$ cat src/rtl/trig_lookup_arbiter_pkg.sv
// -----------------------------------------------------------------------------
// trig_arb_pkg
// Shared constants and types for the trig lookup arbiter:
//   ANGLE_MAX  : largest legal angle in degrees; larger angles clamp to it
//   TRIG_ONE   : Q8 representation of 1.0
//   trig_rsp_t : cos/sin magnitude and sign bundle from the lookup
//   arb_tag_t  : in-flight tag carried alongside the lookup pipeline
// -----------------------------------------------------------------------------
package trig_arb_pkg;

    localparam int ANGLE_MAX  = 359;
    localparam int TRIG_ONE   = 256;
    localparam int LK_ANGLE_W = 9;
    localparam int RSP_W      = 16;
    localparam int ID_W       = 3;

    typedef struct packed {
        logic [RSP_W-1:0] cos_abs;
        logic [RSP_W-1:0] sin_abs;
        logic             cos_sign;
        logic             sin_sign;
    } trig_rsp_t;

    typedef struct packed {
        logic            valid;
        logic [ID_W-1:0] id;
    } arb_tag_t;

    // Requester index after id, wrapping modulo n.
    function automatic logic [ID_W-1:0] next_id(input logic [ID_W-1:0] id, input int n);
        if (int'(id) + 1 >= n) begin
            return '0;
        end
        return id + 1'b1;
    endfunction

endpackage

$ cat src/rtl/trig_lookup_arbiter_if.sv
// -----------------------------------------------------------------------------
// trig_lookup_arbiter_if
// Request/response bundle between the game-logic requesters and the arbiter.
//   req_valid_in / req_angle_in     : requester -> arbiter
//   req_ready_out                   : one-hot grant
//   rsp_valid_out                   : one-hot response strobe
//   rsp_cos/sin_abs_out, *_sign_out : shared response data
//   inflight_out                    : accepted but not yet answered
// Modports: master (requester side), slave (arbiter side).
// -----------------------------------------------------------------------------
interface trig_lookup_arbiter_if #(
    parameter int NUM_REQ = 3,
    parameter int ANGLE_W = 16,
    parameter int TRIG_W  = 16
);
    logic [NUM_REQ-1:0]         req_valid_in;
    logic [NUM_REQ*ANGLE_W-1:0] req_angle_in;
    logic [NUM_REQ-1:0]         req_ready_out;
    logic [NUM_REQ-1:0]         rsp_valid_out;
    logic [TRIG_W-1:0]          rsp_cos_abs_out;
    logic [TRIG_W-1:0]          rsp_sin_abs_out;
    logic                       rsp_cos_sign_out;
    logic                       rsp_sin_sign_out;
    logic [3:0]                 inflight_out;

    modport master (
        output req_valid_in, req_angle_in,
        input  req_ready_out, rsp_valid_out, rsp_cos_abs_out, rsp_sin_abs_out,
               rsp_cos_sign_out, rsp_sin_sign_out, inflight_out
    );

    modport slave (
        input  req_valid_in, req_angle_in,
        output req_ready_out, rsp_valid_out, rsp_cos_abs_out, rsp_sin_abs_out,
               rsp_cos_sign_out, rsp_sin_sign_out, inflight_out
    );
endinterface

$ cat src/rtl/cos_sin_lookup.sv
// -----------------------------------------------------------------------------
// cos_sin_lookup
// Quarter-wave Q8 sine ROM folded to full-circle |cos|/|sin| plus signs.
//   i_clk, i_rst_n : clock, async active-low reset
//   i_angle        : angle in degrees, 0..359 (larger values clamp to 359)
//   o_rsp          : registered result, LOOKUP_LAT cycles after i_angle
// -----------------------------------------------------------------------------
module cos_sin_lookup
    import trig_arb_pkg::*;
#(
    parameter int LOOKUP_LAT = 1
) (
    input  logic                  i_clk,
    input  logic                  i_rst_n,
    input  logic [LK_ANGLE_W-1:0] i_angle,
    output trig_rsp_t             o_rsp
);

    // round(256 * sin(k deg)), k = 0..90
    localparam logic [8:0] SIN_TAB [0:90] = '{
        9'd0,   9'd4,   9'd9,   9'd13,  9'd18,  9'd22,  9'd27,  9'd31,  9'd36,  9'd40,
        9'd44,  9'd49,  9'd53,  9'd58,  9'd62,  9'd66,  9'd71,  9'd75,  9'd79,  9'd83,
        9'd88,  9'd92,  9'd96,  9'd100, 9'd104, 9'd108, 9'd112, 9'd116, 9'd120, 9'd124,
        9'd128, 9'd132, 9'd136, 9'd139, 9'd143, 9'd147, 9'd150, 9'd154, 9'd158, 9'd161,
        9'd165, 9'd168, 9'd171, 9'd175, 9'd178, 9'd181, 9'd184, 9'd187, 9'd190, 9'd193,
        9'd196, 9'd199, 9'd202, 9'd204, 9'd207, 9'd210, 9'd212, 9'd215, 9'd217, 9'd219,
        9'd222, 9'd224, 9'd226, 9'd228, 9'd230, 9'd232, 9'd234, 9'd236, 9'd237, 9'd239,
        9'd241, 9'd242, 9'd243, 9'd245, 9'd246, 9'd247, 9'd248, 9'd249, 9'd250, 9'd251,
        9'd252, 9'd253, 9'd254, 9'd254, 9'd255, 9'd255, 9'd255, 9'd256, 9'd256, 9'd256,
        9'(TRIG_ONE)
    };

    logic [LK_ANGLE_W-1:0] w_a;
    logic [6:0]            w_sin_idx;
    logic [6:0]            w_cos_idx;
    trig_rsp_t             w_rsp;
    trig_rsp_t             r_pipe [LOOKUP_LAT];

    // Exact zeros (0/90/180/270) always report a positive sign.
    always_comb begin
        w_a = (i_angle > LK_ANGLE_W'(ANGLE_MAX)) ? LK_ANGLE_W'(ANGLE_MAX) : i_angle;
        w_sin_idx = '0;
        w_cos_idx = '0;
        w_rsp     = '0;
        if (w_a <= 9'd90) begin
            w_sin_idx = 7'(w_a);
            w_cos_idx = 7'(9'd90 - w_a);
        end else if (w_a <= 9'd180) begin
            w_sin_idx      = 7'(9'd180 - w_a);
            w_cos_idx      = 7'(w_a - 9'd90);
            w_rsp.cos_sign = 1'b1;
        end else if (w_a <= 9'd270) begin
            w_sin_idx      = 7'(w_a - 9'd180);
            w_cos_idx      = 7'(9'd270 - w_a);
            w_rsp.sin_sign = 1'b1;
            w_rsp.cos_sign = (w_a != 9'd270);
        end else begin
            w_sin_idx      = 7'(9'd360 - w_a);
            w_cos_idx      = 7'(w_a - 9'd270);
            w_rsp.sin_sign = 1'b1;
        end
        w_rsp.sin_abs = RSP_W'(SIN_TAB[w_sin_idx]);
        w_rsp.cos_abs = RSP_W'(SIN_TAB[w_cos_idx]);
    end

    always_ff @(posedge i_clk or negedge i_rst_n) begin
        if (!i_rst_n) begin
            for (int i = 0; i < LOOKUP_LAT; i++) begin
                r_pipe[i] <= '0;
            end
        end else begin
            r_pipe[0] <= w_rsp;
            for (int i = 1; i < LOOKUP_LAT; i++) begin
                r_pipe[i] <= r_pipe[i-1];
            end
        end
    end

    assign o_rsp = r_pipe[LOOKUP_LAT-1];

endmodule

$ cat src/rtl/trig_lookup_arbiter_rr_arbiter.sv
// -----------------------------------------------------------------------------
// rr_arbiter
// Purely combinational round-robin picker.
//   i_req      : request vector
//   i_ptr      : index with highest priority this cycle
//   o_grant    : one-hot grant (zero when nothing requests)
//   o_grant_id : index of the granted requester (0 when nothing requests)
// -----------------------------------------------------------------------------
module rr_arbiter
    import trig_arb_pkg::*;
#(
    parameter int NUM_REQ = 3
) (
    input  logic [NUM_REQ-1:0] i_req,
    input  logic [ID_W-1:0]    i_ptr,
    output logic [NUM_REQ-1:0] o_grant,
    output logic [ID_W-1:0]    o_grant_id
);

    int   w_dist;
    int   w_best_dist;
    int   w_best_idx;
    logic w_found;

    // Winner is the requester with the smallest wrapped distance from i_ptr.
    always_comb begin
        w_dist      = 0;
        w_best_dist = NUM_REQ;
        w_best_idx  = 0;
        w_found     = 1'b0;
        o_grant     = '0;
        for (int i = 0; i < NUM_REQ; i++) begin
            if (i_req[i]) begin
                w_dist = i - int'(i_ptr);
                if (w_dist < 0) begin
                    w_dist = w_dist + NUM_REQ;
                end
                if (w_dist < w_best_dist) begin
                    w_best_dist = w_dist;
                    w_best_idx  = i;
                    w_found     = 1'b1;
                end
            end
        end
        for (int i = 0; i < NUM_REQ; i++) begin
            o_grant[i] = w_found && (w_best_idx == i);
        end
        o_grant_id = ID_W'(w_best_idx);
    end

endmodule

$ cat src/rtl/trig_lookup_arbiter.sv
// -----------------------------------------------------------------------------
// trig_lookup_arbiter
// Shares one cos_sin_lookup among NUM_REQ requesters. One grant per cycle,
// round-robin; the requester id rides a tag pipeline matched to the lookup
// latency so the result returns to its owner LOOKUP_LAT+2 cycles after the
// handshake.
//   pixel_clk_in : clock
//   rst_n_in     : async active-low reset (also forces req_ready_out low)
//   bus          : trig_lookup_arbiter_if.slave request/response bundle
// Build option: TRIG_ARB_PRIO0_EN gives requester 0 strict priority and keeps
// round-robin among the others; requester-0 grants do not move the pointer.
// -----------------------------------------------------------------------------
module trig_lookup_arbiter
    import trig_arb_pkg::*;
#(
    parameter int NUM_REQ    = 3,
    parameter int ANGLE_W    = 16,
    parameter int TRIG_W     = 16,
    parameter int LOOKUP_LAT = 1
) (
    input  logic                 pixel_clk_in,
    input  logic                 rst_n_in,
    trig_lookup_arbiter_if.slave bus
);

    logic [ID_W-1:0]       r_ptr;
    logic [NUM_REQ-1:0]    w_rr_req;
    logic [NUM_REQ-1:0]    w_rr_grant;
    logic [ID_W-1:0]       w_rr_id;
    logic [NUM_REQ-1:0]    w_grant;
    logic [ID_W-1:0]       w_gnt_id;
    logic [NUM_REQ-1:0]    w_ready;
    logic                  w_hs;
    logic                  w_ptr_adv;
    logic [ANGLE_W-1:0]    w_angle_raw;
    logic [LK_ANGLE_W-1:0] w_angle_clamped;
    logic [LK_ANGLE_W-1:0] r_lk_angle;
    arb_tag_t              r_tag [0:LOOKUP_LAT];
    arb_tag_t              r_out_tag;
    trig_rsp_t             w_lk_rsp;
    trig_rsp_t             r_rsp;
    logic [3:0]            r_inflight;
    logic [NUM_REQ-1:0]    w_rsp_valid;

    rr_arbiter #(
        .NUM_REQ   (NUM_REQ)
    ) u_rr (
        .i_req      (w_rr_req),
        .i_ptr      (r_ptr),
        .o_grant    (w_rr_grant),
        .o_grant_id (w_rr_id)
    );

`ifdef TRIG_ARB_PRIO0_EN
    assign w_rr_req = bus.req_valid_in & ~NUM_REQ'(1);

    always_comb begin
        if (bus.req_valid_in[0]) begin
            w_grant  = NUM_REQ'(1);
            w_gnt_id = '0;
        end else begin
            w_grant  = w_rr_grant;
            w_gnt_id = w_rr_id;
        end
    end

    assign w_ptr_adv = w_hs && (w_gnt_id != '0);
`else
    assign w_rr_req  = bus.req_valid_in;
    assign w_grant   = w_rr_grant;
    assign w_gnt_id  = w_rr_id;
    assign w_ptr_adv = w_hs;
`endif

    // Grants are only a function of valid, so ready cannot loop back into valid.
    assign w_ready = w_grant & {NUM_REQ{rst_n_in}};
    assign w_hs    = |w_ready;

    always_comb begin
        w_angle_raw = '0;
        for (int i = 0; i < NUM_REQ; i++) begin
            if (w_gnt_id == ID_W'(i)) begin
                w_angle_raw = bus.req_angle_in[i*ANGLE_W +: ANGLE_W];
            end
        end
    end

    assign w_angle_clamped = (w_angle_raw > ANGLE_W'(ANGLE_MAX)) ? LK_ANGLE_W'(ANGLE_MAX)
                                                                : w_angle_raw[LK_ANGLE_W-1:0];

    cos_sin_lookup #(
        .LOOKUP_LAT (LOOKUP_LAT)
    ) u_lookup (
        .i_clk   (pixel_clk_in),
        .i_rst_n (rst_n_in),
        .i_angle (r_lk_angle),
        .o_rsp   (w_lk_rsp)
    );

    // r_tag[LOOKUP_LAT] lines up with w_lk_rsp; both are registered once more.
    always_ff @(posedge pixel_clk_in or negedge rst_n_in) begin
        if (!rst_n_in) begin
            r_ptr      <= '0;
            r_lk_angle <= '0;
            r_out_tag  <= '0;
            r_rsp      <= '0;
            r_inflight <= '0;
            for (int i = 0; i <= LOOKUP_LAT; i++) begin
                r_tag[i] <= '0;
            end
        end else begin
            if (w_ptr_adv) begin
                r_ptr <= next_id(w_gnt_id, NUM_REQ);
            end
            if (w_hs) begin
                r_lk_angle <= w_angle_clamped;
            end
            r_tag[0] <= '{valid: w_hs, id: w_gnt_id};
            for (int i = 1; i <= LOOKUP_LAT; i++) begin
                r_tag[i] <= r_tag[i-1];
            end
            r_out_tag  <= r_tag[LOOKUP_LAT];
            r_rsp      <= w_lk_rsp;
            r_inflight <= r_inflight + 4'(w_hs) - 4'(r_out_tag.valid);
        end
    end

    always_comb begin
        w_rsp_valid = '0;
        for (int i = 0; i < NUM_REQ; i++) begin
            w_rsp_valid[i] = r_out_tag.valid && (r_out_tag.id == ID_W'(i));
        end
    end

    assign bus.req_ready_out    = w_ready;
    assign bus.rsp_valid_out    = w_rsp_valid;
    assign bus.rsp_cos_abs_out  = TRIG_W'(r_rsp.cos_abs);
    assign bus.rsp_sin_abs_out  = TRIG_W'(r_rsp.sin_abs);
    assign bus.rsp_cos_sign_out = r_rsp.cos_sign;
    assign bus.rsp_sin_sign_out = r_rsp.sin_sign;
    assign bus.inflight_out     = r_inflight;

endmodule

$ cat src/flat_wrapper.sv
// flat-port wrapper written by rule: the top's interface ports become plain ports
module trig_lookup_arbiter_flat import trig_arb_pkg::*;
#(
    parameter int NUM_REQ    = 3,
    parameter int ANGLE_W    = 16,
    parameter int TRIG_W     = 16,
    parameter int LOOKUP_LAT = 1
)
  (pixel_clk_in, rst_n_in, bus_req_valid_in, bus_req_angle_in, bus_req_ready_out, bus_rsp_valid_out, bus_rsp_cos_abs_out, bus_rsp_sin_abs_out, bus_rsp_cos_sign_out, bus_rsp_sin_sign_out, bus_inflight_out);
  trig_lookup_arbiter_if #(.NUM_REQ(NUM_REQ), .ANGLE_W(ANGLE_W), .TRIG_W(TRIG_W)) bus_i ();
  input  logic pixel_clk_in;
  input  logic rst_n_in;
  input wire logic [$bits(bus_i.req_valid_in)-1:0] bus_req_valid_in;
  input wire logic [$bits(bus_i.req_angle_in)-1:0] bus_req_angle_in;
  output wire logic [$bits(bus_i.req_ready_out)-1:0] bus_req_ready_out;
  output wire logic [$bits(bus_i.rsp_valid_out)-1:0] bus_rsp_valid_out;
  output wire logic [$bits(bus_i.rsp_cos_abs_out)-1:0] bus_rsp_cos_abs_out;
  output wire logic [$bits(bus_i.rsp_sin_abs_out)-1:0] bus_rsp_sin_abs_out;
  output wire logic [$bits(bus_i.rsp_cos_sign_out)-1:0] bus_rsp_cos_sign_out;
  output wire logic [$bits(bus_i.rsp_sin_sign_out)-1:0] bus_rsp_sin_sign_out;
  output wire logic [$bits(bus_i.inflight_out)-1:0] bus_inflight_out;
  assign bus_i.req_valid_in = bus_req_valid_in;
  assign bus_i.req_angle_in = bus_req_angle_in;
  assign bus_req_ready_out = bus_i.req_ready_out;
  assign bus_rsp_valid_out = bus_i.rsp_valid_out;
  assign bus_rsp_cos_abs_out = bus_i.rsp_cos_abs_out;
  assign bus_rsp_sin_abs_out = bus_i.rsp_sin_abs_out;
  assign bus_rsp_cos_sign_out = bus_i.rsp_cos_sign_out;
  assign bus_rsp_sin_sign_out = bus_i.rsp_sin_sign_out;
  assign bus_inflight_out = bus_i.inflight_out;
  trig_lookup_arbiter #(.NUM_REQ(NUM_REQ), .ANGLE_W(ANGLE_W), .TRIG_W(TRIG_W), .LOOKUP_LAT(LOOKUP_LAT)) u_core (.pixel_clk_in(pixel_clk_in), .rst_n_in(rst_n_in), .bus(bus_i));
endmodule
$ cat config.mk
export PLATFORM = sky130hd
export DESIGN_NAME = trig_lookup_arbiter_flat
export DESIGN_NICKNAME = d
export VERILOG_FILES = /design/src/rtl/trig_lookup_arbiter_pkg.sv /design/src/rtl/trig_lookup_arbiter_if.sv /design/src/rtl/cos_sin_lookup.sv /design/src/rtl/trig_lookup_arbiter_rr_arbiter.sv /design/src/rtl/trig_lookup_arbiter.sv /design/src/flat_wrapper.sv
export SDC_FILE = /design/constraint.sdc
export NUM_CORES = 1
export LEC_CHECK = 0
export ABC_AREA = 1
export BUFFER_PORTS_ARGS = -buffer_cell sky130_fd_sc_hd__buf_2
export CORE_ASPECT_RATIO = 0.6
export CORE_MARGIN = 5
export CORE_UTILIZATION = 63
export DETAILED_ROUTE_END_ITERATION = 7
export HOLD_SLACK_MARGIN = 0.12
export PLACE_DENSITY = 0.87
export SYNTH_ARGS = -nofsm -noshare
export SYNTH_HDL_FRONTEND = slang
export SYNTH_SLANG_ARGS = --single-unit
$ cat constraint.sdc
create_clock -name pixel_clk_in -period 16.7 [get_ports pixel_clk_in]
set_input_delay 2.505 -clock pixel_clk_in [delete_from_list [all_inputs] [get_ports pixel_clk_in]]
set_output_delay 2.505 -clock pixel_clk_in [all_outputs]
set_load 0.05 [all_outputs]
* Word-level counts from Yosys, hierarchy flattened
Memory sizes are Yosys's and may differ from the RTL's. A register that Yosys moved wholly into a read port is not among the register bits.
Index checks and enable logic that the tools add are counted.
** Storage, ports and cells
- Flip-flop bits (word level) :: 50
- Memories :: 2
- Bits in read-only memories :: 2304
- Logic and storage cells :: 107
- Bits of input ports :: 53
** Operators by class
- Bitwise operators :: 3
- Add/sub/neg operators :: 17
- Reductions and logical operators :: 12
- Mux-type cells :: 39
- Magnitude comparators :: 12
- Eq/ne operators :: 7
** Memories
- (name not given) :: depth 128, bits a word 9, read ports 1, clocked after memory_dff 1, wr ports 0, line cos_sin_lookup.sv:63 : w_rsp.cos_abs = RSP_W'(SIN_TAB[w_cos_idx]);
- (name not given) :: depth 128, bits a word 9, read ports 1, clocked after memory_dff 1, wr ports 0, line cos_sin_lookup.sv:62 : w_rsp.sin_abs = RSP_W'(SIN_TAB[w_sin_idx]);
** Operators with widths (number)
- $mux W32 :: 12
- $lt A32 B32 Y1 :: 2
- $mux W16 :: 3
- $mux W7 :: 6
- $add A32 B3 Y32 const B :: 1
- $eq A32 B2 Y1 const B :: 1
- $eq A32 B3 Y1 const B :: 1
- $ge A32 B3 Y1 const B :: 1
- $logic_not A32 Y1 :: 1
- $lt A32 B1 Y1 const B :: 1
- $lt A32 B3 Y1 const B :: 1
- $mux W9 :: 2
- $gt A16 B9 Y1 const B :: 1
- $not A7 Y8 :: 2
- $sub A7 B7 Y7 const A :: 2
- $mux W1 :: 13
- $add A4 B3 Y5 const B :: 2
- $gt A9 B9 Y1 const B :: 1
- $le A9 B7 Y1 const B :: 1
- $le A9 B8 Y1 const B :: 1
- $le A9 B9 Y1 const B :: 1
- $ne A9 B9 Y1 const B :: 1
- $lt A4 B1 Y1 const B :: 2
- $sub A1 B3 Y4 const A :: 2
- 19 further kinds :: 29

* Logic depth before layout (Yosys ltp)
Gate-level depths: netlist of run 1.
- Depth after elaboration :: 19
- Depth in mapped cells :: 53
- Mapped depth without buffers :: 51

* Hierarchy
Synthesis of run 1 repeated with hierarchy kept, for this count alone.
** Unflattened totals
- Cell total of the unflattened synthesis :: 1114
- Area, all modules :: 7777.5 um2
** Modules (own cells, without submodules)
- cos_sin_lookup :: times used 1, cells an instance 671, area an instance 4043.9 um2, sequential area each 500.5 um2
- trig_lookup_arbiter :: times used 1, cells an instance 229, area an instance 2473.6 um2, sequential area each 1551.5 um2
- rr_arbiter :: times used 1, cells an instance 214, area an instance 1260.0 um2, sequential area each 0.0 um2

* Least setup slack after synthesis of run 1
OpenSTA, ideal clock, no wires.
- Path type :: input to output
- Start :: in bus_req_valid_in[0]
- End :: out bus_req_ready_out[2]
- Stages on the path :: 34
- Path buffers :: 3
- Setup slack :: 7.012 ns
- Data arrival time :: 7.183 ns
- Cells stage by stage :: inv_1 nor2_1 clkbuf_1 nand2_1 ha_1 nand2_1 nor2_2 inv_1 nor3_1 o21ai_1 inv_1 nand2_1 nand2_1 nand2_1 nand3_1 nand3_2 inv_1 clkbuf_1 nand2_1 o21ai_0 inv_1 ha_1 nand2_1 or2_2 a21oi_1 nor2_1 o21ai_0 nand2_1 a21oi_1 a211oi_1 nand3_1 nand3_2 buf_6 nor2_1
** Between the ends
- Cells in the longest elaborated chain, start to end :: 10
- Elaborated cells on any way between the ends :: 17
- Classes of those cells :: order compare (2); eq/ne (1); mux (12); bitwise (1); reduce/logical (1)
** RTL lines
- start: declaration :: line flat_wrapper.sv:13 : input wire logic [$bits(bus_i.req_valid_in)-1:0] bus_req_valid_in;
- $mux W32 :: line trig_lookup_arbiter_rr_arbiter.sv:33 : if (i_req[i]) begin
- $lt A32 B32 Y1 :: line trig_lookup_arbiter_rr_arbiter.sv:38 : if (w_dist < w_best_dist) begin
- $mux W32 :: line trig_lookup_arbiter_rr_arbiter.sv:38
- $mux W32 :: line trig_lookup_arbiter_rr_arbiter.sv:33
- $lt A32 B32 Y1 :: line trig_lookup_arbiter_rr_arbiter.sv:38
- $mux W32 :: line trig_lookup_arbiter_rr_arbiter.sv:38
- $mux W32 :: line trig_lookup_arbiter_rr_arbiter.sv:33
- $eq A32 B3 Y1 :: line trig_lookup_arbiter_rr_arbiter.sv:46 : o_grant[i] = w_found && (w_best_idx == i);
- $logic_and A1 B1 Y1 * :: line trig_lookup_arbiter_rr_arbiter.sv:46
- $and A3 B3 Y3 * :: line trig_lookup_arbiter.sv:76 : assign w_ready = w_grant & {NUM_REQ{rst_n_in}};
- end: declaration :: line flat_wrapper.sv:15 : output wire logic [$bits(bus_i.req_ready_out)-1:0] bus_req_ready_out;
Mark *: on every way between the ends. The rest lies on a longest branch, timed or not.

* Worst setup path after layout of run 1
- Start :: in bus_req_valid_in[0]
- End :: out bus_req_ready_out[1]
** Between the ends
- Cells in the longest elaborated chain, start to end :: 10
- Elaborated cells on any way between the ends :: 17
- Classes of those cells :: order compare (2); eq/ne (1); mux (12); bitwise (1); reduce/logical (1)
** RTL lines (line)
- $mux W32 :: trig_lookup_arbiter_rr_arbiter.sv:33
- $lt A32 B32 Y1 :: trig_lookup_arbiter_rr_arbiter.sv:38
- $mux W32 :: trig_lookup_arbiter_rr_arbiter.sv:38
- $mux W32 :: trig_lookup_arbiter_rr_arbiter.sv:33
- $lt A32 B32 Y1 :: trig_lookup_arbiter_rr_arbiter.sv:38
- $mux W32 :: trig_lookup_arbiter_rr_arbiter.sv:38
- $mux W32 :: trig_lookup_arbiter_rr_arbiter.sv:33
- $eq A32 B2 Y1 :: trig_lookup_arbiter_rr_arbiter.sv:46
- $logic_and A1 B1 Y1 * :: trig_lookup_arbiter_rr_arbiter.sv:46
- $and A3 B3 Y3 * :: trig_lookup_arbiter.sv:76
Marks and branches as above.

==> metrics.sh, run 1 <==
STATUS='finished, final reports clean'
WIRE_LENGTH_OF_THE_FIRST_GLOBAL_ROUTING_PASS_MM=29.2
FLOORPLAN.CORE_AREA_UM2=9840
CTS-HTREE-LEVELS=3
CHIPHEIGHT_UM=87.8
CLKLATENCYLATEPIN_PS=340
CRITPATHREQUIREDTIME_PS=14200
AREA_GROWTH_PCT=11.9
PERIOD_MINUS_WS_FINAL_PS=10690
TIMING_HOLD_VIOLATIONS_FINAL=0
CLK_ROOT_BUFFER_CELL='clkbuf_16'
CRITICAL-PATH-SLOWEST-CELL='nor2_1'
POST_SYNTH_NUM_CELL_TYPES=66
CTS_SINKS=65
POWER_FRAC_COMB_PCT=67.7
SYNTH_AREA_LEADER_CELL='dfrtp_1'
FIN_UTIL_PCT=72.1
SEQUENTIAL_CELL_AREA_UM2=1630
DR_ITER_0_VIOLS=1049
CLK_PIN_SLEW_PS=60
TIMING.CRITICAL_PATH.SLOWEST_CELL_DELAY_PS=570
DRTANTENNAVIOLNETS=0
FINALWIRELENGTH_MM=18.0
POSTCTSSETUPREPAIRBUFS=0
CELL_OCCURRING_MOST_OFTEN_ALONG_THE_WORST_TIMING_PATH='nand2_1'
DRV.MAX_CAP_VIOLATION_COUNT=0
ASYNC_RESET_FF_SHARE_PCT=100
SETUP_VIOL_COUNT_FINAL=0
GLOBALROUTE.TOTALOVERFLOW=0
DRT_FIRST_PASS_ITERS=6
FIN_TNS_SETUP_PS=0
CLOCK_POWER_SHARE_PCT=15.9
COMMONEST_CELLS_AFTER_ROUTING_FILL_AND_TAPS_ASIDE='nand2_1 (197), inv_1 (94), buf_2 (82), nor2_1 (72), ha_1 (70)'
COUNT_OF_FLIP_FLOPS_WITH_A_BUILT_IN_ENABLE_AFTER_SYNTHESIS=0
YS_SEQ_ELEMENTS=65
CELLINTERNALPOWER_uW=598
R2R_SETUP_SLACK_PS=7970
DOMINANTREGCELLSYNTH='dfrtp_1'
CLOCK.FMAX_MHz=93.5
CP_MAX_FO=18
MAX_SLEW_MARGIN_PCT=42.1
TOTAL_SWITCHING_POWER_uW=700
SYNTH_SEQUENTIAL_AREA_RATIO_PCT=25.6
LEAKAGEPOWER_nW=3.72
ANTENNA_FOUND_INITIAL=0
CTS_TREE='built'
FINCLKSKEW_PS=9.08
N_ANTENNA_CELL=0
SWSHARE_PCT=53.9
VIA_COUNT_OF_THE_FIRST_GLOBAL_ROUTING_PASS=5669
PIN_COUNT_OF_THE_BIGGEST_NET_ENTERING_GLOBAL_ROUTING=36
VDD_DROP_MAX_V=0.000149
WORST-SLEW-PIN-TRANSITION_PS=864
CRITPATHKIND='in2out'
TIMING.CRITICAL_PATH.FROM_TYPE='input pin'
REPORT.FINAL.SLEW_VIOL_COUNT=0
FINAL_COMMON_CELL='nand2_1'
CLK_PATH_BUF_DEPTH=2
DRT-VIAS-PER-INSTANCE=5.97
VIAS=6579
SYNTHESIS.INSTANCES=887
CORE.ROWCOUNT=28
CTS_INSERTED_BUFFERS=9
POST_CTS.RESIZED_INSTANCES=0
GLOBALPLACE.CONGESTION=0.999
DESIGN.PORTCOUNT=97
TIMING.HOLD.WORST.CLASS='reg2reg'
DP_WIRELENGTH_MM=13.8
FINAL_LAYOUT_NET_COUNT=1087
SYNTH_TOP_AREA_SHARE_PCT=25.6
FINAL.FILL_COUNT=788
DIE_WIDTH_UM=140
GLOBALROUTETOTALUTIL_PCT=29.5
CTSHOLDBUFFERS=0
AVGSYNTHCELLAREA_UM2=7.16
POST_DRT_WL_PER_CELL_UM=16.3
INITIAL_UTILIZATION_PCT=64.5
AREA_OCCUPIED_BY_MULTI_INPUT_GATES_UM2=4100
FINAL_MIN_PERIOD_OVER_CLOCK_PERIOD_PCT=64.0
FINALPOWER_mW=1.30
YOSYS_WARNINGS=0
RSZ0062_AT_GRT='no'
DIE-AREA_UM2=12200
SEQ_PWR_SHARE_PCT=16.4
MAPPEDNETLISTAREA_UM2=6350
PORT-BUFFER-COUNT=82
ROUTE.DETAILED.DRC=0
YOSYS-TOP-CELLS-AREA='dfrtp_1 (26%), ha_1 (14%), nand2_1 (12%), inv_1 (5.6%), a21oi_1 (5.0%)'
CP-END-KIND='primary output'
POST_ROUTE_CELLS_DRIVE_ABOVE_1_SHARE_PCT=16.8
POWERDENSITY_nW_PER_UM2=183
WORST-ENDPOINT-ARRIVAL_PS=8190
## sequential cells by signal, indices dropped and copies added, names as in the netlist
register                     flops
u_core.bus.inflight_out          4
u_core.bus.rsp_cos_abs_out       9
u_core.bus.rsp_cos_sign_out      1
u_core.bus.rsp_sin_abs_out       9
u_core.bus.rsp_sin_sign_out      1
u_core.r_lk_angle                9
u_core.r_out_tag                 3
u_core.r_ptr                     3
u_core.r_tag                     6
u_core.u_lookup.o_rsp           20
## metal layers
metal	track usage, %	wire length (um)	vias to the layer above
met3	9.82	2680	27
met1	46.1	8330	2990
li1	-	-	3098
met5	0	0	-
met2	39.9	6830	464
met4	4.49	160	0
## cell usage after synthesis (5+ instances only)
cell,instances
nand3b_1,6
clkbuf_1,5
o22ai_1,8
dfrtp_1,65
nor3_1,11
o221ai_1,5
nor2_2,7
a21oi_1,64
inv_2,15
a31oi_1,8
nand3_1,32
nor4_1,5
inv_1,94
o21ai_0,63
ha_1,70
xor2_1,11
o211ai_1,9
buf_2,10
o21ai_1,20
buf_4,17
nor2_1,72
nand2_1,197
nand2_2,11
a211oi_1,7
nand4_1,5
## worst paths after layout
path / end / startpoint / depth (start not counted)
min reg2reg: u_core.r_out_tag[3] / u_core.r_tag[3] / 0
min: u_core.r_out_tag[3] / u_core.r_tag[3] / 0
min in group asynchronous: u_core.bus.rsp_sin_abs_out[5] / rst_n_in / 1
max: bus_req_ready_out[1] / bus_req_valid_in[0] / 34
max reg2reg: u_core.bus.inflight_out[1] / u_core.r_ptr[0] / 44
max in group asynchronous: u_core.bus.rsp_sin_abs_out[7] / rst_n_in / 2
## power by group through the flow
stage	clock, mW	sequential [mW]	combinational, mW
after floorplan	0	0.260	0.621
after global placement	0	0.214	0.828
after detailed placement	0	0.216	0.848
after CTS	0.209	0.213	0.855
after global routing	0.216	0.217	0.973
final	0.207	0.213	0.879
## cells by family (layout without fill, tap and decap cells)
kind of cell	count (synthesis)	in the layout	share of synthesized area [%]
AND/OR/NAND/NOR	364	364	25.4
AO/OA/AOI/OAI	218	218	20.9
buffers and inverters	149	216	10.6
adder cells (fa/ha/maj)	72	72	14.4
flip-flops	65	65	25.6
XOR/XNOR	18	18	3.02
other	1	14	0.0591
## per-stage QoR
step	hold WS (ps)	cell area, um^2	setup WS (ps)	std cells
floorplan	331	6400	7010	900
global placement	332	6780	6430	1086
detailed placement	335	6780	6150	1086
CTS	347	7100	6150	1102
global route	351	7100	5310	1102
finish	345	7100	6010	1102
## final cells by class
class	instances	share of cell area (%)
multi-input cells	686	57.7
inverters	114	6.24
repair buffers	86	6.20
well taps	135	2.38
clock inverters	7	1.41
flip-flops and latches	65	22.9
clock buffers	9	3.17
## critical path: cells and delay by family
family	cells	cell delay, ps
buffers and inverters	7	820
AOI/OAI and AO/OA	6	1070
adders and majority gates	2	710
and+or+nand+nor	19	3040
No activity file was read; power rests on OpenSTA's default activity.
==> run 2, diff against run 1 <==
--- a/config.mk
+++ b/config.mk
@@ -9,10 +9,10 @@
 export BUFFER_PORTS_ARGS = -buffer_cell sky130_fd_sc_hd__buf_2
 export CORE_ASPECT_RATIO = 0.6
 export CORE_MARGIN = 5
-export CORE_UTILIZATION = 63
+export CORE_UTILIZATION = 59
 export DETAILED_ROUTE_END_ITERATION = 7
 export HOLD_SLACK_MARGIN = 0.12
-export PLACE_DENSITY = 0.87
+export PLACE_DENSITY = 0.82
 export SYNTH_ARGS = -nofsm -noshare
 export SYNTH_HDL_FRONTEND = slang
 export SYNTH_SLANG_ARGS = --single-unit
==> constraint.sdc (replaced) <==
create_clock -name pixel_clk_in -period 11.2 [get_ports pixel_clk_in]
set_input_delay 1.68 -clock pixel_clk_in [delete_from_list [all_inputs] [get_ports pixel_clk_in]]
set_output_delay 1.68 -clock pixel_clk_in [all_outputs]
set_load 0.05 [all_outputs]
==> metrics.sh, run 2 (same netlist as run 1, synthesis figures left out) <==
DRT-VIAS-PER-INSTANCE=5.83
DESIGN.PORTCOUNT=97
TIMING.HOLD.WORST.CLASS='reg2reg'
GLOBALPLACE.CONGESTION=1.06
ANTENNA_FOUND_INITIAL=0
MAX_SLEW_MARGIN_PCT=40.9
WORST-ENDPOINT-ARRIVAL_PS=7790
SETUP_VIOL_COUNT_FINAL=0
CTS-HTREE-LEVELS=3
DP_WIRELENGTH_MM=13.6
CP-END-KIND='primary output'
SEQUENTIAL_CELL_AREA_UM2=1630
N_ANTENNA_CELL=0
COMMONEST_CELLS_AFTER_ROUTING_FILL_AND_TAPS_ASIDE='nand2_1 (197), inv_1 (94), buf_2 (82), nor2_1 (72), ha_1 (70)'
AREA_GROWTH_PCT=11.9
FINAL_MIN_PERIOD_OVER_CLOCK_PERIOD_PCT=84.6
TIMING_HOLD_VIOLATIONS_FINAL=0
DIE_WIDTH_UM=144
FINAL.FILL_COUNT=879
POWERDENSITY_nW_PER_UM2=271
GR-MAX-USAGE-LAYER='met1'
CLOCK.FMAX_MHz=106
FIN_TNS_SETUP_PS=0
STATUS='finished, final reports clean'
PERIOD_MINUS_WS_FINAL_PS=9470
DRV.MAX_CAP_VIOLATION_COUNT=0
FINAL_LAYOUT_NET_COUNT=1087
ROUTE.DETAILED.DRC=0
VIA_COUNT_OF_THE_FIRST_GLOBAL_ROUTING_PASS=5590
AREA_OCCUPIED_BY_MULTI_INPUT_GATES_UM2=4100
CTS_TREE='built'
LEAKAGEPOWER_nW=3.72
RSZ0062_AT_GRT='no'
FIN_UTIL_PCT=67.5
CRITICAL-PATH-SLOWEST-CELL='dfrtp_1'
VIAS=6453
CLK_PIN_SLEW_PS=60
TIMING.CRITICAL_PATH.SLOWEST_CELL_DELAY_PS=510
PORT-BUFFER-COUNT=82
FINCLKSKEW_PS=7.58
REPORT.FINAL.SLEW_VIOL_COUNT=0
TIMING.CRITICAL_PATH.FROM_TYPE='flip-flop'
FINALWIRELENGTH_MM=17.4
CLK_ROOT_BUFFER_CELL='clkbuf_16'
CORE.ROWCOUNT=29
POST_DRT_WL_PER_CELL_UM=15.7
CELL_OCCURRING_MOST_OFTEN_ALONG_THE_WORST_TIMING_PATH='nand2_1'
PIN_COUNT_OF_THE_BIGGEST_NET_ENTERING_GLOBAL_ROUTING=66
CLKLATENCYLATEPIN_PS=340
GROUTE.LAYER.MET2.USAGE_PCT=31.9
CRITPATHKIND='reg2out'
INITIAL_UTILIZATION_PCT=60.3
DRT_FIRST_PASS_ITERS=6
CTS_INSERTED_BUFFERS=9
CHIPHEIGHT_UM=90.3
LARGEST_REG_FLOPS=20
POST_CTS.RESIZED_INSTANCES=0
GLOBALROUTE.TOTALOVERFLOW=0
DR_ITER_0_VIOLS=987
POST_ROUTE_CELLS_DRIVE_ABOVE_1_SHARE_PCT=16.8
FLOORPLAN.CORE_AREA_UM2=10500
POSTCTSSETUPREPAIRBUFS=0
CP_MAX_FO=18
GLOBALROUTETOTALUTIL_PCT=26.7
DRTANTENNAVIOLNETS=0
WIRE_LENGTH_OF_THE_FIRST_GLOBAL_ROUTING_PASS_MM=28.3
FINAL_COMMON_CELL='nand2_1'
CTS_SINKS=65
GR-USAGE-MET3_PCT=11.3
MET1_USAGE_IN_GLOBAL_ROUTING_PCT=43.5
CTSHOLDBUFFERS=0
VDD_DROP_MAX_V=0.000210
WORST-SLEW-PIN-TRANSITION_PS=882
DIE-AREA_UM2=13000
CLK_PATH_BUF_DEPTH=2
CRITPATHREQUIREDTIME_PS=9520
-- run 2: final timing paths --
kind,end,startpoint,cells past startpoint,slack [ps]
max reg2reg,u_core.bus.inflight_out[2],u_core.r_ptr[1],43,2780
max in group asynchronous,u_core.r_lk_angle[8],rst_n_in,2,9060
min in group asynchronous,u_core.bus.inflight_out[3],rst_n_in,2,1640
min reg2reg,u_core.r_out_tag[0],u_core.r_tag[0],0,350
min,u_core.r_out_tag[0],u_core.r_tag[0],0,350
max,bus_req_ready_out[1],u_core.r_ptr[1],38,1730
-- run 2: per-stage QoR --
| step | cells | instance area (um^2) | power [mW] | hold WS (ps) | setup slack, ps |
|---|---|---|---|---|---|
| finish | 1106 | 7110 | 1.92 | 346 | 1730 |
| global route | 1106 | 7110 | 2.08 | 348 | 989 |
| CTS | 1106 | 7110 | 1.90 | 347 | 1840 |
| detailed placement | 1090 | 6780 | 1.58 | 335 | 2220 |
| global placement | 1090 | 6780 | 1.56 | 331 | 2520 |
| floorplan | 900 | 6400 | 1.31 | 331 | 3040 |
-- run 2: final cells by class --
type | instances | area share [%]
multi-input combinational | 686 | 57.7
clock buffer | 9 | 3.17
timing repair buffer | 86 | 6.20
inverter | 114 | 6.23
tap | 139 | 2.45
clock inverter | 7 | 1.41
sequential | 65 | 22.9
-- run 2: where the power goes --
part           leakage [nW]  total [mW]  internal, mW  switching, mW
logic                  2.73        1.30         0.403          0.895
registers             0.821       0.316         0.291         0.0258
clock network         0.161       0.308         0.197          0.111
total                  3.72        1.92         0.891           1.03
-- run 2: critical path: cells and delay by family (launching register included) --
kind / cells / cell delay, ps
AND/OR/NAND/NOR: 20 / 3220
adder cells (fa/ha/maj): 5 / 1590
AO/OA/AOI/OAI: 7 / 1140
buffers and inverters: 6 / 990
flip-flops: 1 / 510
-- run 2: layer usage --
metal / vias to the layer above / part of all wire (%) / wire [um]
li1: 3109 / - / -
met1: 2845 / 46 / 8060
met2: 472 / 36 / 6180
met3: 27 / 17 / 2960
met4: 0 / 1.0 / 180
met5: - / 0 / 0
==> run 3, diff against run 2 <==
==> constraint.sdc (replaced) <==
create_clock -name pixel_clk_in -period 9.67 [get_ports pixel_clk_in]
set_input_delay 1.4505 -clock pixel_clk_in [delete_from_list [all_inputs] [get_ports pixel_clk_in]]
set_output_delay 1.4505 -clock pixel_clk_in [all_outputs]
set_load 0.05 [all_outputs]
==> metrics.sh, run 3 (same netlist as run 1, synthesis figures left out) <==
STATUS='finished, final reports clean'
POST_ROUTE_CELLS_DRIVE_ABOVE_1_SHARE_PCT=17.1
MET1WIRELENGTH_MM=8.15
N_ANTENNA_CELL=0
ROUTE.DETAILED.DRC=0
CLK_PIN_SLEW_PS=60
CP-END-KIND='primary output'
POSTCTSSETUPREPAIRBUFS=0
FINAL_LAYOUT_NET_COUNT=1086
CRITICAL-PATH-SLOWEST-CELL='dfrtp_1'
GLOBALROUTE.TOTALOVERFLOW=0
LARGEST_REG_FLOPS=20
TIMING.CRITICAL_PATH.SLOWEST_CELL_DELAY_PS=500
CLOCK.FMAX_MHz=112
CRITPATHREQUIREDTIME_PS=8220
CORE.ROWCOUNT=29
DRT-VIAS-PER-INSTANCE=5.94
PORT-BUFFER-COUNT=82
CTS_SINKS=65
ROUTE.MET2.WL_MM=6.63
POWERDENSITY_nW_PER_UM2=315
CTS_INSERTED_BUFFERS=9
MAX_SLEW_MARGIN_PCT=42.0
PERIOD_MINUS_WS_FINAL_PS=8960
CRITPATHKIND='reg2out'
CLKLATENCYLATEPIN_PS=330
FINAL_COMMON_CELL='nand2_1'
REPORT.FINAL.SLEW_VIOL_COUNT=0
DP_WIRELENGTH_MM=13.7
GLOBALROUTETOTALUTIL_PCT=27.2
STDCELL_AREA_UM2=7090
VDD_DROP_MAX_V=0.000273
VIAS=6560
POST_DRT_WL_PER_CELL_UM=16.1
GLOBALPLACE.CONGESTION=1.03
MET3_LENGTH_MM=2.74
SETUP_VIOL_COUNT_FINAL=0
CELL_OCCURRING_MOST_OFTEN_ALONG_THE_WORST_TIMING_PATH='nand2_1'
CTSHOLDBUFFERS=0
VIA_COUNT_OF_THE_FIRST_GLOBAL_ROUTING_PASS=5754
ANTENNA_FOUND_INITIAL=0
WORST-ENDPOINT-ARRIVAL_PS=7510
FINALWIRELENGTH_MM=17.8
FINCLKSKEW_PS=7.51
CHIPHEIGHT_UM=90.3
WORST-SLEW-PIN-TRANSITION_PS=864
CP_MAX_FO=18
DESIGN.PORTCOUNT=97
CLK_ROOT_BUFFER_CELL='clkbuf_16'
WIRE_LENGTH_OF_THE_FIRST_GLOBAL_ROUTING_PASS_MM=29.0
DRV.MAX_CAP_VIOLATION_COUNT=0
DIE-AREA_UM2=13000
LEAKAGEPOWER_nW=3.69
INITIAL_UTILIZATION_PCT=60.3
FINAL_MIN_PERIOD_OVER_CLOCK_PERIOD_PCT=92.7
TIMING.HOLD.WORST.CLASS='reg2reg'
FIN_TNS_SETUP_PS=0
TIMING_HOLD_VIOLATIONS_FINAL=0
POST_CTS.RESIZED_INSTANCES=0
FLOORPLAN.CORE_AREA_UM2=10500
DIE_WIDTH_UM=144
CTS-HTREE-LEVELS=3
DRTANTENNAVIOLNETS=0
TIMING.CRITICAL_PATH.FROM_TYPE='flip-flop'
COMMONEST_CELLS_AFTER_ROUTING_FILL_AND_TAPS_ASIDE='nand2_1 (197), inv_1 (93), buf_2 (82), nor2_1 (71), ha_1 (70)'
DR_ITER_0_VIOLS=943
PLACE_AREA_UM2=6770
PIN_COUNT_OF_THE_BIGGEST_NET_ENTERING_GLOBAL_ROUTING=66
DRT_FIRST_PASS_ITERS=6
RSZ0062_AT_GRT='no'
AREA_GROWTH_PCT=11.8
CLK_PATH_BUF_DEPTH=2
TOP_LAYER='met4'
CTS_TREE='built'
==> run 3: worst paths after layout <==
check	start	to	slack, ps	cells past startpoint
worst max register to register	u_core.r_ptr[1]	u_core.bus.inflight_out[1]	1560	45
worst max-delay path	u_core.r_ptr[1]	bus_req_ready_out[1]	710	40
max in group asynchronous	rst_n_in	u_core.bus.rsp_sin_sign_out	7760	2
worst min-delay path	u_core.r_tag[3]	u_core.r_out_tag[3]	340	0
worst min register to register	u_core.r_tag[3]	u_core.r_out_tag[3]	340	0
min in group asynchronous	rst_n_in	u_core.bus.inflight_out[2]	1400	2
==> run 3: power by group <==
group | total, mW | leakage, nW | internal (mW) | switching [mW]
Clock | 0.331 | 0.146 | 0.202 | 0.129
Sequential | 0.367 | 0.821 | 0.337 | 0.0306
Combinational | 1.53 | 2.72 | 0.475 | 1.06
Total | 2.23 | 3.69 | 1.01 | 1.22
==> run 3: cell type report <==
class,instances,area (um^2)
fill,887,3430
clock inverter,7,77.6
timing repair buffer,85,433
inverter,114,447
tap,139,174
clock buffer,9,225
multi-input combinational,686,4110
sequential,65,1630
==> run 3: metrics by stage <==
stage               total power [mW]  setup WS, ps  hold slack, ps  std cells  util, %
CTS                             2.18           377             344       1105     67.2
global placement                1.80          1180             331       1089     64.4
finish                          2.23           706             339       1105     67.4
global route                    2.43           112             350       1105     67.4
floorplan                       1.52          1740             331        900        -
detailed placement              1.84           743             335       1089     64.4
==> run 3: layer usage <==
| metal | GRT usage [%] | vias to the layer above |
|---|---|---|
| met1 | 44.1 | 2943 |
| met4 | 4.94 | 0 |
| li1 | - | 3106 |
| met2 | 34.0 | 479 |
| met5 | 0 | - |
| met3 | 9.47 | 32 |
==> run 3: critical path, delay by kind of cell, from the launching register on <==
kind / cells / cell delay, ps
DFF: 1 / 500
AOI/OAI and AO/OA: 7 / 970
adders and majority gates: 5 / 1700
buffers and inverters: 7 / 990
and+or+nand+nor: 21 / 3010
